[config.mk]
export PLATFORM = sky130hd
export DESIGN_NAME = mux_n_rr
export DESIGN_NICKNAME = d
export VERILOG_FILES = /design/src/rtl/mux_n_rr.sv
export SDC_FILE = /design/constraint.sdc
export NUM_CORES = 1
export LEC_CHECK = 0
export CAP_MARGIN = 20
export CORE_ASPECT_RATIO = 1.2
export CORE_MARGIN = 1.5
export CORE_UTILIZATION = 38
export CTS_BUF_LIST = sky130_fd_sc_hd__clkbuf_2 sky130_fd_sc_hd__clkbuf_4 sky130_fd_sc_hd__clkbuf_8
export CTS_CLUSTER_DIAMETER = 40
export DETAILED_ROUTE_END_ITERATION = 16
export PLACE_DENSITY = 0.82
export SYNTH_ARGS = -nofsm -noshare
export SYNTH_HDL_FRONTEND = slang
export SYNTH_SLANG_ARGS = --single-unit
[constraint.sdc]
create_clock -name clk -period 2.4 [get_ports clk]
set_clock_uncertainty 0.1 [all_clocks]
set_input_delay 0.48 -clock clk [delete_from_list [all_inputs] [get_ports clk]]
set_output_delay 0.48 -clock clk [all_outputs]
set_load 0.01 [all_outputs]
[src/rtl/mux_n_rr.sv]
// N-input registered stream multiplexer: fixed-select or round-robin channel choice,
// one output beat held in a register until the consumer accepts it.
module mux_n_rr #(
    parameter int N    = 4,
    parameter int W    = 8,
    parameter int SELW = 2
) (
    input  logic            clk,
    input  logic            rst_n,
    input  logic [N*W-1:0]  in_data,
    input  logic [N-1:0]    in_valid,
    output logic [N-1:0]    in_ready,
    input  logic            mode,
    input  logic [SELW-1:0] sel,
    output logic [W-1:0]    out_data,
    output logic [SELW-1:0] out_ch,
    output logic            out_valid,
    input  logic            out_ready
);

    // Handshake: a beat moves on any clock edge where valid && ready are both high;
    // a producer keeps data stable while valid && !ready, and valid never waits on ready.
    logic [SELW-1:0] r_ptr;
    logic [W-1:0]    r_data;
    logic [SELW-1:0] r_ch;
    logic            r_valid;

    logic [SELW-1:0] w_gnt;
    logic            w_gv;
    logic            w_load;
    int              w_idx;

    assign w_load = !r_valid || out_ready;

    // Round-robin scans from the far end back so the channel closest to r_ptr wins last.
    always_comb begin
        w_gnt = '0;
        w_gv  = 1'b0;
        w_idx = 0;
        if (!mode) begin
            w_gnt = sel;
            w_gv  = (int'(sel) < N) && in_valid[sel];
        end else begin
            w_gv = |in_valid;
            for (int k = N - 1; k >= 0; k--) begin
                w_idx = int'(r_ptr) + k;
                if (w_idx >= N) begin
                    w_idx = w_idx - N;
                end
                if (in_valid[w_idx]) begin
                    w_gnt = SELW'(w_idx);
                end
            end
        end
    end

    always_comb begin
        in_ready = '0;
        if (w_load && w_gv) begin
            in_ready[w_gnt] = 1'b1;
        end
    end

    always_ff @(posedge clk or negedge rst_n) begin
        if (!rst_n) begin
            r_valid <= 1'b0;
            r_data  <= '0;
            r_ch    <= '0;
            r_ptr   <= '0;
        end else if (w_load) begin
            if (w_gv) begin
                r_valid <= 1'b1;
                r_data  <= in_data[int'(w_gnt)*W +: W];
                r_ch    <= w_gnt;
                if (int'(w_gnt) == N - 1) begin
                    r_ptr <= '0;
                end else begin
                    r_ptr <= w_gnt + 1'b1;
                end
            end else begin
                r_valid <= 1'b0;
            end
        end
    end

    assign out_data  = r_data;
    assign out_ch    = r_ch;
    assign out_valid = r_valid;

endmodule
==> summary.txt <==
run status: completed
final setup violation count: 0
filler cell count: 199
utilization after layout: 72.9%
PortBufs: 56
Sum Neg Setup Slack: 0 ns
total die area: 2780 µm²
area of the placeable core: 2310 µm²
least setup slack across all paths after layout: 0.0498 ns
Max-Slew Margin vs Limit: 60.9%
cell taking the most area after synthesis: sky130_fd_sc_hd__dfrtp_1
top library cells by usage in the layout, fill and taps aside: 45 x sky130_fd_sc_hd__clkdlybuf4s50_1, 19 x sky130_fd_sc_hd__buf_4, 12 x sky130_fd_sc_hd__mux2i_1, 12 x sky130_fd_sc_hd__dfrtp_1
Worst Hold Class: reg2reg
data required time at the worst endpoint: 2.47 ns
highest clock frequency the design can meet: 0.425 GHz
critical path peak fanout: 9
post-CTS clock slew at the launch and capture registers of the worst setup and hold paths: 0.08 ns
Routed Antenna Nets: 0
cts-stage hold buffer count: 0
Cell variety after synth: 30
EDFF count, synth: 0
top_reg_cell synth: sky130_fd_sc_hd__dfrtp_1
share of synthesized area occupied by flip-flops and latches: 34.6%
switching power summed over all nets: 352 µW
worst vdd rail ir drop: 0.416 mV
yosys synthesis warning count: 0
HPWL reported at the end of detailed placement: 2310 µm
combinational fraction of design power: 53.4%
most common cell after layout, fill and taps aside: sky130_fd_sc_hd__clkdlybuf4s50_1
post-synthesis net count: 134
number of antenna violations at the first check in global routing: 0
pre-CTS worst setup slack: -0.645 ns
initial standard-cell utilization of the core: 40.7%
average size of a mapped cell: 10.2 µm²
internal power of the cells: 679 µW
time the final worst path needs with I/O delays and setup: 2.35 ns
detailed-route via count: 1,030
flip-flop and latch count after synthesis: 13
Remaining DRCs: 0
MaxCap Viol Count: 0
average routed wire per standard cell: 15.3 µm
DRT Pass-1 Iters: 4
worst-skew pair later-pin latency: 0.28 ns
Final Hold Viols: 0
Overall Global Routing Usage: 23.2%
Post-Synthesis Cell Area: 940 µm²
total power after layout: 1030 µW
TritonCTS clock tree: done
x dimension of the die: 48.4 µm
kind of critical path: in2reg
sequential cell fraction of total power: 31.9%
deepest clock path buffer count: 2
maximum number of pins on one net before global-route repair: 14
share of the clock period used by the worst path: 97.9%
Post-synth ARST share: 100%
actual slew at the worst max-slew pin: 0.585 ns
Clock Sinks: 13
clock group share of total power: 14.8%
first-pass GRT wire length: 4890 µm
routability congestion estimate from global placement: 0.824
H-tree level count: 1
ant diodes: 0
height of the chip: 57.5 µm
areal power density over the cells: 613 nW/µm²
fraction of post-synthesis cell area in the top cell type by area: 34.6%
number of vias per cell after detailed routing: 5.20
grt total ovfl: 0
net switching fraction of the power: 34.1%
total wire length: 3020 µm
arrival time reported for the critical path endpoint: 2.42 ns
CTS Buf Count: 3
P_leak: 0.000743 µW
number of core rows: 19
layout cell share with drive strength beyond 1: 30.5%
area growth from synthesis to layout: 78.8%
crit start category: input port
number of ports placed on the die boundary: 57
number of nets in the final layout: 210
max-slew violation count: 0
via count of the first global-routing pass: 1,083
number of instances in the synthesized netlist: 92
element type at the critical path end: flop
worst slack on hold paths: 0.411 ns
initial DRC count: 13
cell types with the largest area share after synthesis: sky130_fd_sc_hd__dfrtp_1 35%, sky130_fd_sc_hd__mux2i_1 13%, sky130_fd_sc_hd__mux2_2 7.2%
buffer type at the clock tree root: sky130_fd_sc_hd__clkbuf_4
## path summary, 6_finish.rpt
kind / slack (ns) / start / cells after the start / endpoint
worst max-delay path: 0.05 / in_valid[1] / 9 / out_data[4]
worst min-delay path: 0.41 / out_ch[0] / 1 / out_ch[0]
worst max register to register: 0.12 / r_ptr[1] / 8 / out_data[4]
worst min register to register: 0.41 / out_ch[0] / 1 / out_ch[0]
max in group asynchronous: 1.32 / rst_n / 1 / r_ptr[1]
min in group asynchronous: 0.46 / rst_n / 1 / out_ch[1]
## state kept, by name, summed over array words and instances (netlist names)
| register | flops |
|---|---|
| r_ptr | 2 |
| out_data | 8 |
| out_ch | 2 |
| out_valid | 1 |
## critical path, cell delays in order
cell	delay, ns
sky130_fd_sc_hd__clkdlybuf4s15_2	0.23
sky130_fd_sc_hd__o211ai_1	0.23
sky130_fd_sc_hd__a21oi_2	0.11
sky130_fd_sc_hd__o31ai_4	0.26
sky130_fd_sc_hd__buf_4	0.16
sky130_fd_sc_hd__buf_4	0.10
sky130_fd_sc_hd__buf_4	0.18
sky130_fd_sc_hd__mux2_2	0.35
sky130_fd_sc_hd__a221o_1	0.32
## cells in the mapped netlist, types with 2 or more instances
cell type	n
sky130_fd_sc_hd__a211oi_1	2
sky130_fd_sc_hd__a21oi_1	4
sky130_fd_sc_hd__a221o_1	5
sky130_fd_sc_hd__buf_6	2
sky130_fd_sc_hd__dfrtp_1	13
sky130_fd_sc_hd__inv_1	5
sky130_fd_sc_hd__mux2_2	6
sky130_fd_sc_hd__mux2i_1	12
sky130_fd_sc_hd__nand2_1	5
sky130_fd_sc_hd__nand2b_1	5
sky130_fd_sc_hd__nor2_1	6
sky130_fd_sc_hd__nor3_1	6
sky130_fd_sc_hd__o21ai_0	2
sky130_fd_sc_hd__o221ai_1	3
## power groups by stage
stage | combinational (µW) | clock, µW | sequential (µW)
final | 550 | 152 | 328
after global routing | 585 | 165 | 336
after CTS | 539 | 159 | 325
after detailed placement | 524 | 0 | 326
after global placement | 510 | 0 | 326
after floorplan | 226 | 0 | 345
## logic make-up after synthesis
group                     count (synthesis)  share of synthesized area (%)
muxes                                    18                           20.0
buffers and inverters                     9                           5.33
and+or+nand+nor                          26                           15.8
AOI/OAI and AO/OA                        25                           23.3
xor gates and xnor gates                  1                          0.932
DFF                                      13                           34.6
## through the flow
step | cells | instance area (µm²)
after global routing | 198 | 1680
after global placement | 190 | 1620
final | 198 | 1680
after floorplan | 92 | 940
after detailed placement | 190 | 1620
after CTS | 198 | 1680
## timing repair
item,in CTS,in global routing
buffers inserted,5,0
endpoints found under the setup margin,8,6
resized for setup,35,14
pin swaps,8,5
## cell type report
type / count / area (µm²) / area share, %
Timing Repair Buffer: 75 / 663 / 39.5
Multi-Input combinational cell: 70 / 603 / 35.9
Sequential cell: 13 / 327 / 19.4
Tap cell: 31 / 38.8 / 2.31
Clock buffer: 4 / 30.0 / 1.79
Inverter: 5 / 18.8 / 1.12
## metal layers
metal / vias to the layer above / track usage, % / share of wire (%)
met4: 0 / 13.9 / 2.2
met2: 45 / 41.5 / 54
met3: 6 / 4.45 / 5.3
met1: 484 / 25.7 / 39
met5: - / 0 / 0
li1: 495 / - / -
(Power assumes the default switching activity.)
